<file path="src/rtl/gf180mcu_osu_sc_gp12t3v3__clkdiv.sv">
// Programmable registered clock divider with ratio reload, stop/start and period tick.
// Optional GF180MCU_OSU_CLKDIV_DUTY50_EN adds a negedge flop for 50% duty on odd ratios.
module gf180mcu_osu_sc_gp12t3v3__clkdiv #(
    parameter int DIV_W   = 8,
    parameter int DIV_RST = 2
) (
    input  logic             CLK,
    input  logic             RST,
    input  logic             EN,
    input  logic [DIV_W-1:0] DIV,
    input  logic             LD,
    output logic             ACK,
    output logic             BUSY,
    output logic             TICK,
    output logic             Y
);

    localparam logic [DIV_W-1:0] RST_RATIO = DIV_W'(DIV_RST);
    localparam logic [DIV_W-1:0] ONE       = DIV_W'(1);
    localparam logic [DIV_W-1:0] TWO       = DIV_W'(2);

    logic [DIV_W-1:0] cnt;
    logic [DIV_W-1:0] ratio;
    logic [DIV_W-1:0] pend;
    logic [DIV_W-1:0] div_c;
    logic [DIV_W-1:0] nxt_ratio;
    logic [DIV_W-1:0] nxt_cnt;
    logic [DIV_W-1:0] half;
    logic             run;
    logic             run_n;
    logic             yp;
    logic             wrap;
    logic             apply;

    always_comb begin
        div_c     = (DIV < TWO) ? TWO : DIV;
        wrap      = run && (cnt == ratio - ONE);
        // a pending ratio lands on a boundary, or right away while parked
        apply     = BUSY && (wrap || !run);
        nxt_ratio = apply ? pend : ratio;
        half      = nxt_ratio >> 1;
        nxt_cnt   = (wrap || !run) ? '0 : cnt + ONE;
        run_n     = run ? (wrap ? EN : 1'b1) : EN;
    end

    always_ff @(posedge CLK or posedge RST) begin
        if (RST) begin
            cnt   <= '0;
            ratio <= RST_RATIO;
            pend  <= RST_RATIO;
            BUSY  <= 1'b0;
            run   <= 1'b0;
            yp    <= 1'b0;
            TICK  <= 1'b0;
            ACK   <= 1'b0;
        end else begin
            ratio <= nxt_ratio;
            ACK   <= apply;
            if (LD) begin
                pend <= div_c;
                BUSY <= 1'b1;
            end else if (apply) begin
                BUSY <= 1'b0;
            end
            run  <= run_n;
            cnt  <= run_n ? nxt_cnt : '0;
            yp   <= run_n && (nxt_cnt < half);
            TICK <= run_n && (wrap || !run);
        end
    end

`ifdef GF180MCU_OSU_CLKDIV_DUTY50_EN
    logic yn;

    always_ff @(negedge CLK or posedge RST) begin
        if (RST) yn <= 1'b0;
        else     yn <= yp;
    end

    assign Y = yp | (yn & ratio[0]);
`else
    assign Y = yp;
`endif

endmodule

</file>
<file path="config.mk">
export PLATFORM = sky130hd
export DESIGN_NAME = gf180mcu_osu_sc_gp12t3v3__clkdiv
export DESIGN_NICKNAME = d
export VERILOG_FILES = /design/src/rtl/gf180mcu_osu_sc_gp12t3v3__clkdiv.sv
export SDC_FILE = /design/constraint.sdc
export NUM_CORES = 1
export LEC_CHECK = 0
export ABC_CLOCK_PERIOD_IN_PS = 9500
export BUFFER_PORTS_ARGS = -buffer_cell sky130_fd_sc_hd__buf_4
export CAP_MARGIN = 15
export CORE_ASPECT_RATIO = 1.2
export CORE_MARGIN = 3
export CORE_UTILIZATION = 45
export CTS_CLUSTER_DIAMETER = 150
export DETAILED_ROUTE_END_ITERATION = 8
export PLACE_DENSITY_LB_ADDON = 0.1
export SYNTH_ARGS = -nofsm -noshare
export SYNTH_HDL_FRONTEND = slang
export SYNTH_SLANG_ARGS = --single-unit
</file>
<file path="constraint.sdc">
create_clock -name CLK -period 9.5 [get_ports CLK]
set_input_delay 1.425 -clock CLK [delete_from_list [all_inputs] [get_ports CLK]]
set_output_delay 1.425 -clock CLK [all_outputs]
set_load 0.02 [all_outputs]
</file>
==> metrics.txt, run 1 <==
hold path startpoint=pend[4]; status=completed; clk_lat worst skew=280 ps; Critical Path End Type=flip-flop; worst hold endpoint=pend[4]; Synth top area share=0.3919; total grt overflow=0; port bufs=15; Detailed Place HPWL=2737 um; layout cells sized above 1=0.2759; Mapped Avg Cell Area=10.98 sq um; PD cells=121.1 nW/um^2; 1st-pass router iterations=4; antenna violations before repair=0; Sw Ratio=0.2207; CTS tree=yes; starting density of the core=0.4706; reg2reg start=ratio[1]; total die area=4613 sq um; max_slew headroom=0.7087; Hold WC Path Type=flip-flop to flip-flop; hold-fix buffers at CTS=0; Switching Power=0.00005241 W; CTS root buf=clkbuf_8; period utilization=0.3959; Final GP Congestion=0.8580; area grow syn2layout=13.72%; fin. max-slew vios=0; Logic pwr share=0.053; Final Hold Viols=0; total number of yosys warnings=0; EDFF count, synth=0; post-CTS setup buffers=0; area leader, netlist=dfrtp_1; crit-path leading delay family=compound AO/OA/AOI/OAI gates; flops & latches, synth=29; Post-synth ARST share=1.000; WL/cell=15.39 um; worst-path maximum fanout=16; flop-to-flop setup slack=5740 ps; area of the core=3664 sq um; DR iter-0 viols=50; antenna viol nets, final=0; Post-Synthesis Cells=157; CTS Buffer Depth=2; Static Leak=0.9022 nW; mapped cell area=1724 sq um; Startpoint Class=flip-flop; syn nets=177; Cells after DPL=217; number of buffers and inverters on the critical path=1; Setup Viol. Count Final=0; most common flop cell mapped by yosys=dfrtp_1; critical path type=flip-flop to flip-flop; post-cts resize count=0; first-pass GRT wire length=5920 um; TNS Setup=0 ps; internal power=0.0001851 W; Die Y=73.81 um; number of global-route vias before repair=1205; total of max-cap violations=0; Chip Width=62.51 um; largest net degree at the start of global routing=30; Yosys cell types=48; worst-path cell chain=inv_1 -> ha_1 -> xnor2_1 -> and4b_1 -> a41o_1 -> a21oi_2 -> o21ai_4 -> nand2_4 -> mux2i_1 -> ha_1 -> nand4_1 -> a21oi_1 -> nand3_1 -> a21o_1 -> o311ai_0 -> a21oi_1; largest cells by area after synthesis=dfrtp_1 39%, mux2_2 7.2%, ha_1 5.8%; clock transition at the registers of the reported paths=60 ps; vias per inst=5.407; Hold Path Stages=1; Clk pwr share=0.400; Ant. Diodes=0; GRT Util Overall=0.1702; RSZ-0062 raised after global routing=no; Fmax achieved=0.2659 GHz; Worst path max stage delay=630 ps; fin cells=226; clk sinks=29; CP Launch Point=ratio[1]; vias=1222; post-route minimum period=3761 ps; RR Endpoint=Y; Std-Cell Rows=24; Arrival @ worst endpoint=3910 ps; crit path max-delay cell type=dfstp_2; WL final=3478 um; post-synthesis sequential area ratio=0.4224; worst-margin pin slew=435.3 ps; # IOs=16; detailed-route DRC error count=0; CTS Buf Count=5; reg2reg path depth=16; VDD IR-drop max=0.0001171 V; htree depth=2; Final Skew=5.946 ps; Required @ worst endpoint=9640 ps; layout net count=193; Sequential Power Share=0.547
==> cell usage in the layout (no fill, tap or decap), types with 2 or more instances in the layout <==
cell,Yosys,layout
mux2i_1,7,7
clkbuf_8,0,5
nand3_1,4,4
nand2_1,4,4
inv_1,6,6
xnor2_1,10,10
mux2_4,2,2
nor2_1,16,16
dfrtp_1,27,27
and3_1,5,5
clkinv_2,0,2
ha_1,8,8
o21ai_0,2,2
a21oi_1,5,5
or2_2,2,2
buf_4,0,15
xor2_1,5,5
dfstp_2,2,2
nor3_1,3,3
nand2b_1,5,5
mux2_2,11,11
==> power by group through the flow <==
stage | combinational, W | sequential (W) | clock (W)
finish | 0.0000126 | 0.000130 | 0.0000949
global placement | 0.0000111 | 0.000132 | 0
global route | 0.0000141 | 0.000130 | 0.000103
floorplan | 0.00000648 | 0.000131 | 0
detailed placement | 0.0000116 | 0.000132 | 0
CTS | 0.0000116 | 0.000130 | 0.0000966
==> state kept, by name, indices dropped and copies added (netlist names) <==
signal  cells
ACK         1
BUSY        1
TICK        1
Y           1
cnt         8
pend        8
ratio       8
run         1
==> worst max path at each step <==
stage | endpoint | slack, ps | depth (start not counted)
global placement | Y | 5850 | 15
CTS | Y | 5770 | 15
detailed placement | Y | 5790 | 15
finish | Y | 5740 | 16
floorplan | Y | 6200 | 18
global route | Y | 5470 | 15
==> cells in the mapped netlist, types with 2 or more instances <==
| cell | n |
|---|---|
| o21ai_0 | 2 |
| a21oi_1 | 5 |
| buf_6 | 3 |
| nand3_1 | 4 |
| clkbuf_1 | 2 |
| nor2_1 | 16 |
| ha_1 | 8 |
| nand2_1 | 4 |
| dfrtp_1 | 27 |
| or2_2 | 2 |
| inv_1 | 6 |
| and3_1 | 5 |
| mux2i_1 | 7 |
| nor3_1 | 3 |
| dfstp_2 | 2 |
| nand2b_1 | 5 |
| mux2_2 | 11 |
| xnor2_1 | 10 |
| xor2_1 | 5 |
| mux2_4 | 2 |
==> worst reg2reg max path: cells and delay by family, from the launching register on <==
kind / cells / cell delay (ps)
flops: 1 / 630
fa+ha+maj: 2 / 580
xor+xnor: 1 / 190
compound gates: 7 / 1300
simple gates: 4 / 680
buf+inv: 1 / 80
mux: 1 / 180
==> cell type report <==
class                   count  area, sq um
well taps                  52        65.06
flip-flops and latches     29        728.2
clock buffers               6        72.57
repair buffers             16        140.1
multi-input cells         115        922.1
clock inverters             2        10.01
inverters                   6        22.52
fillers                   361         1703
==> layer usage <==
| metal | vias to the layer above | share of wire | global-route usage |
|---|---|---|---|
| met4 | 0 | 0.022 | 0.07598 |
| met1 | 592 | 0.45 | 0.2124 |
| met3 | 7 | 0.041 | 0.04128 |
| met5 | - | 0 | 0 |
| met2 | 31 | 0.49 | 0.2820 |
| li1 | 592 | - | - |
==> stage by stage <==
step	power (W)	worst slack (ps)	instance area [sq um]	util	hold slack (ps)
floorplan	0.0001375	6197	1724	-	486.4
global placement	0.0001432	5851	1851	0.5051	518.0
detailed placement	0.0001438	5790	1851	0.5051	525.1
CTS	0.0002382	5772	1933	0.5277	539.0
global route	0.0002470	5467	1961	0.5352	568.4
finish	0.0002375	5739	1961	0.5352	533.3
==> logic make-up after synthesis <==
logic type | share of synthesized area
compound gates | 0.1002
fa+ha+maj | 0.05806
mux | 0.1299
buf+inv | 0.04281
xor+xnor | 0.07619
flops | 0.4224
simple gates | 0.1705
No activity file was read; power rests on OpenSTA's default activity.
==> run 2: changes to the inputs <==
--- a/config.mk
+++ b/config.mk
@@ -5,7 +5,7 @@
 export SDC_FILE = /design/constraint.sdc
 export NUM_CORES = 1
 export LEC_CHECK = 0
-export ABC_CLOCK_PERIOD_IN_PS = 9500
+export ABC_CLOCK_PERIOD_IN_PS = 3340
 export BUFFER_PORTS_ARGS = -buffer_cell sky130_fd_sc_hd__buf_4
 export CAP_MARGIN = 15
 export CORE_ASPECT_RATIO = 1.2
==> constraint.sdc (replaced) <==
create_clock -name CLK -period 3.34 [get_ports CLK]
set_input_delay 0.501 -clock CLK [delete_from_list [all_inputs] [get_ports CLK]]
set_output_delay 0.501 -clock CLK [all_outputs]
set_load 0.02 [all_outputs]
==> metrics.txt, run 2 (synthesis gave the netlist of run 1 again) <==
status=completed; Final Hold Viols=0 (unchanged); largest registers=cnt x8, pend x8, ratio x8; port bufs=15 (unchanged); Reg area=728.2 sq um (unchanged); CTS Buffer Depth=2 (unchanged); clk sinks=29 (unchanged); vias=1258 (+2.9%); total of max-cap violations=0 (unchanged); largest net degree at the start of global routing=30 (unchanged); PD cells=325.8 nW/um^2 (+170%); RR Endpoint=Y; critical path type=flip-flop to flip-flop; total grt overflow=0 (unchanged); worst-margin pin slew=525.3 ps (+90.05 ps); Chip Width=62.51 um (unchanged); antenna violations before repair=0 (unchanged); Critical Path End Type=flip-flop; total die area=4613 sq um (unchanged); vias per inst=5.331 (-1.4%); max_slew headroom=0.6494 (-0.05932); number of global-route vias before repair=1252 (+3.9%); WL final=3677 um (+5.7%); Static Leak=0.9477 nW (+5.1%); area of the core=3664 sq um (unchanged); detailed-route DRC error count=0 (unchanged); clk_lat worst skew=280 ps (about the same); Ant. Diodes=0 (unchanged); Setup Viol. Count Final=0 (unchanged); layout net count=203 (+5.2%); met1 Track Usage GR=0.2085 (-0.003921); htree depth=2 (unchanged); Std-Cell Rows=24 (unchanged); most frequent cells in the layout=27 x dfrtp_1, 24 x buf_4, 16 x nor2_1; starting density of the core=0.4706 (unchanged); clock transition at the registers of the reported paths=60 ps (about the same); CTS root buf=clkbuf_8; fin cells=236 (+4.4%); Cells after DPL=223 (+2.8%); CTS Buf Count=5 (unchanged); worst-path maximum fanout=7 (-9); layout cells sized above 1=0.3478 (+0.07196); flop-to-flop setup slack=170 ps (-5570 ps); Multi-input gate area=950.9 sq um (+3.1%); fin. max-slew vios=0 (unchanged); Required @ worst endpoint=3500 ps (-6140 ps); Startpoint Class=flip-flop; Most Crowded Layer GR=met2; CP Launch Point=ratio[1]; Detailed Place HPWL=2822 um (+3.1%); fillcell total=346 (-4.2%); 1st-pass router iterations=4 (unchanged); Hold WC Path Type=input pin to asynchronous set/reset pin; worst setup path end=Y; hold_ws=261.8 ps (-271.5 ps); area grow syn2layout=19.96%; Final GP Congestion=0.8183 (-4.6%); reg2reg start=ratio[1]; Arrival @ worst endpoint=3330 ps (-580 ps); reg2reg path depth=15 (-1); routing usage on met2=0.2891 (+0.007109); post-route minimum period=3175 ps (-586.5 ps); Fmax achieved=0.3150 GHz (+18%); Die Y=73.81 um (unchanged); Final Skew=5.137 ps (-0.8092 ps); period utilization=0.9506 (+0.5546); DR iter-0 viols=54 (+8.0%); # IOs=16 (unchanged); Global Route met3 Usage=0.03517 (-0.006116); most common cell after layout, fill and taps aside=dfrtp_1; WL/cell=15.58 um (+1.2%); first-pass GRT wire length=6037 um (+2.0%); CTS tree=yes; antenna viol nets, final=0 (unchanged); GRT Util Overall=0.1743 (+0.004009); VDD IR-drop max=0.0002448 V (+110%); total power=0.0006737 W (+180%)
run 2: final cells by class:
| cell class | instances | share of cell area |
|---|---|---|
| clock buffer | 6 | 0.03509 |
| clock inverter | 2 | 0.004840 |
| inverter | 6 | 0.01089 |
| multi-input combinational | 115 | 0.4598 |
| sequential | 29 | 0.3521 |
| tap | 52 | 0.03146 |
| timing repair buffer | 26 | 0.1059 |
run 2: how the worst min path moves through the flow:
stage,startpoint,to,depth (start not counted)
after floorplan,pend[0],ratio[0],2
after global placement,pend[0],ratio[0],2
after detailed placement,pend[0],ratio[0],2
after CTS,EN,run,2
after global routing,RST,Y,2
final,RST,run,2
run 2: worst max-delay path: stages (launching register included):
cell       delay [ps]
dfstp_2           530
inv_1              50
ha_1              200
buf_4             160
a31oi_1           180
o2111ai_2         200
o21ai_4           240
nand2_4           120
mux2i_2           190
ha_1              320
nand4_1           150
a21oi_2           140
nand3_2            80
a21o_1            170
o311ai_2          220
a21oi_1           100
run 2: timing repair:
item	in CTS	in global routing
resized for setup	0	9
setup endpoints to repair	0	1
hold buffers	0	0
hold endpoints to repair	0	0
setup buffers	0	4
run 2: metrics by stage:
| step | setup WS, ps | setup TNS (ps) | cell area, sq um | utilization |
|---|---|---|---|---|
| detailed placement | 67.39 | 0 | 1896 | 0.5174 |
| global placement | 195.8 | 0 | 1896 | 0.5174 |
| floorplan | 36.52 | 0 | 1724 | - |
| CTS | 47.71 | 0 | 1978 | 0.5400 |
| global route | -0.09592 | -0.09592 | 2068 | 0.5645 |
| finish | 165.1 | 0 | 2068 | 0.5645 |
run 2: power breakdown:
part / switching, W / total [W] / internal, W
registers: 0.00000761 / 0.000370 / 0.000362
clock network: 0.000124 / 0.000268 / 0.000144
logic: 0.0000158 / 0.0000365 / 0.0000207
total: 0.000147 / 0.000674 / 0.000526
run 2: metal layers:
metal  vias to the layer above  wire (um)
li1                        607          -
met1                       601       1567
met2                        37       1830
met3                        13        143
met4                         0        135
met5                         -          0
==> run 3: changes to the inputs <==
--- a/config.mk
+++ b/config.mk
@@ -11,8 +11,10 @@
 export CORE_ASPECT_RATIO = 1.2
 export CORE_MARGIN = 3
 export CORE_UTILIZATION = 45
+export CTS_BUF_LIST = sky130_fd_sc_hd__clkbuf_4 sky130_fd_sc_hd__clkbuf_8
 export CTS_CLUSTER_DIAMETER = 150
 export DETAILED_ROUTE_END_ITERATION = 8
+export MAX_ROUTING_LAYER = met4
 export PLACE_DENSITY_LB_ADDON = 0.1
 export SYNTH_ARGS = -nofsm -noshare
 export SYNTH_HDL_FRONTEND = slang
==> metrics.txt, run 3 (synthesis gave the netlist of run 1 again) <==
status=completed; area grow syn2layout=24.96%; Final GP Congestion=0.8302 (+1.5%); Static Leak=0.9693 nW (+2.3%); Startpoint Class=flip-flop; pre-CTS setup slack=100.3 ps (+32.92 ps); CTS tree=yes; Cells after DPL=223 (unchanged); design area=2155 sq um (+4.2%); flop-to-flop setup slack=190 ps (+20 ps); PD cells=336.3 nW/um^2 (+3.2%); clock transition at the registers of the reported paths=60 ps (about the same); worst-path cell chain=inv_2 -> ha_4 -> xnor2_1 -> nor3_2 -> o2111ai_2 -> o21ai_4 -> nand2_4 -> mux2i_4 -> ha_4 -> nand4_1 -> a21oi_2 -> nand3_2 -> a21o_1 -> o311ai_1 -> a21oi_1; Sw Ratio=0.2155 (-0.003211); dpl cell area=1896 sq um (unchanged); antenna viol nets, final=0 (unchanged); Switching Power=0.0001561 W (+6.0%); GRT Util Overall=0.1868 (+0.01250); area of the core=3664 sq um (unchanged); fin. max-slew vios=0 (unchanged); Ant. Diodes=0 (unchanged); DR iter-0 viols=38 (-30%); Critical Path End Type=flip-flop; reg2reg path depth=15 (unchanged); Clk pwr share=0.438 (+0.041); WL/cell=15.83 um (+1.6%); fillcell total=333 (-3.8%); critical path type=flip-flop to flip-flop; cell mode on critical path=ha_4; detailed-route DRC error count=0 (unchanged); Final Skew=3.318 ps (-1.819 ps); # IOs=16 (unchanged); Std-Cell Rows=24 (unchanged); vias per inst=5.403 (+1.4%); max_slew headroom=0.7121 (+0.06268); post-route minimum period=3151 ps (-24.25 ps); clk sinks=29 (unchanged); Detailed Place HPWL=2890 um (+2.4%); Chip Width=62.51 um (unchanged); port bufs=15 (unchanged); antenna violations before repair=0 (unchanged); Required @ worst endpoint=3500 ps (about the same); largest net degree at the start of global routing=30 (unchanged); CTS root buf=clkbuf_8; htree depth=2 (unchanged); hold-fix buffers at CTS=0 (unchanged); CTS Buf Count=5 (unchanged); layout cells sized above 1=0.3978 (+0.05002); total power=0.0007247 W (+7.6%); Worst path max stage delay=540 ps (about the same); most frequent cells in the layout=26 x dfrtp_1, 23 x buf_4, 16 x nor2_1; Logic pwr share=0.050 (-0.004); Multi-input gate area=998.5 sq um (+5.0%); worst-path maximum fanout=5 (-2); RR Endpoint=Y; number of global-route vias before repair=1254 (+0.16%); Final WS setup=189.3 ps (+24.24 ps); layout net count=205 (+0.99%); largest registers=cnt x8, pend x8, ratio x8; Setup Viol. Count Final=0 (unchanged); first-pass GRT wire length=6396 um (+5.9%); total of max-cap violations=0 (unchanged); RSZ-0062 raised after global routing=yes; period utilization=0.9433 (-0.007259); CTS Buffer Depth=2 (unchanged); total die area=4613 sq um (unchanged); Die Y=73.81 um (unchanged); starting density of the core=0.4706 (unchanged); Arrival @ worst endpoint=3310 ps (-20 ps); internal power=0.0005685 W (+8.0%); total grt overflow=0 (unchanged); fin cells=238 (+0.85%); Fmax achieved=0.3174 GHz (+0.77%); Hold WC Path Type=input pin to asynchronous set/reset pin; VDD IR-drop max=0.0002780 V (+14%); crit path max-delay cell type=dfstp_2; worst-margin pin slew=426.3 ps (-99.01 ps); clk_lat worst skew=280 ps (about the same); reg2reg start=ratio[1]; WL final=3767 um (+2.4%); vias=1286 (+2.2%); 1st-pass router iterations=4 (unchanged); most common cell after layout, fill and taps aside=dfrtp_1; Final Hold Viols=0 (unchanged); Sequential Power Share=0.511 (-0.038); Reg area=729.5 sq um (+0.17%)
==> run 3: metrics by stage <==
stage	setup TNS [ps]	util	hold WS (ps)
detailed placement	0	0.5174	531.9
CTS	0	0.5451	437.3
floorplan	0	-	486.4
global placement	0	0.5174	518.5
global route	-13.80	0.5881	168.9
finish	0	0.5881	170.0
==> run 3: worst max-delay path by stage <==
stage / start / end / cells past startpoint
floorplan: ratio[1] / Y / 18
global placement: ratio[1] / Y / 15
detailed placement: ratio[1] / Y / 16
CTS: ratio[1] / Y / 16
global route: ratio[1] / Y / 15
finish: ratio[1] / Y / 15
==> run 3: layout make-up <==
type,count,share of cell area
Multi-Input combinational cell,116,0.4634
Sequential cell,29,0.3386
Timing Repair Buffer,27,0.1103
Clock buffer,7,0.04472
Tap cell,52,0.03020
Inverter,6,0.01045
Clock inverter,1,0.002323
==> run 3: worst max-delay path, delay by kind of cell (launching register included) <==
kind | cells | cell delay [ps]
AO/OA/AOI/OAI | 6 | 1130
multiplexers | 1 | 220
adder cells (fa/ha/maj) | 2 | 510
flip-flops | 1 | 540
AND/OR/NAND/NOR | 4 | 450
buffers and inverters | 1 | 50
XOR/XNOR | 1 | 120
==> run 3: layer usage <==
layer | track usage | wire, um | share of wire | vias up
met5 | - | 0 | 0 | -
met4 | 0.06618 | 60 | 0.016 | 0
met3 | 0.03823 | 143 | 0.038 | 8
met2 | 0.3199 | 1914 | 0.51 | 31
met1 | 0.2194 | 1648 | 0.44 | 631
li1 | - | - | - | 616
==> run 3: power by group through the flow <==
stage / Clock, W / Sequential [W] / Combinational [W]
after CTS: 0.000327 / 0.000370 / 0.0000333
final: 0.000318 / 0.000370 / 0.0000365
after floorplan: 0 / 0.000373 / 0.0000184
after detailed placement: 0 / 0.000377 / 0.0000334
after global routing: 0.000343 / 0.000372 / 0.0000413
after global placement: 0 / 0.000375 / 0.0000318
==> run 3: timing repair <==
item	CTS	global route
setup buffers	0	5
gates resized for setup	0	21
setup endpoints to repair	0	1
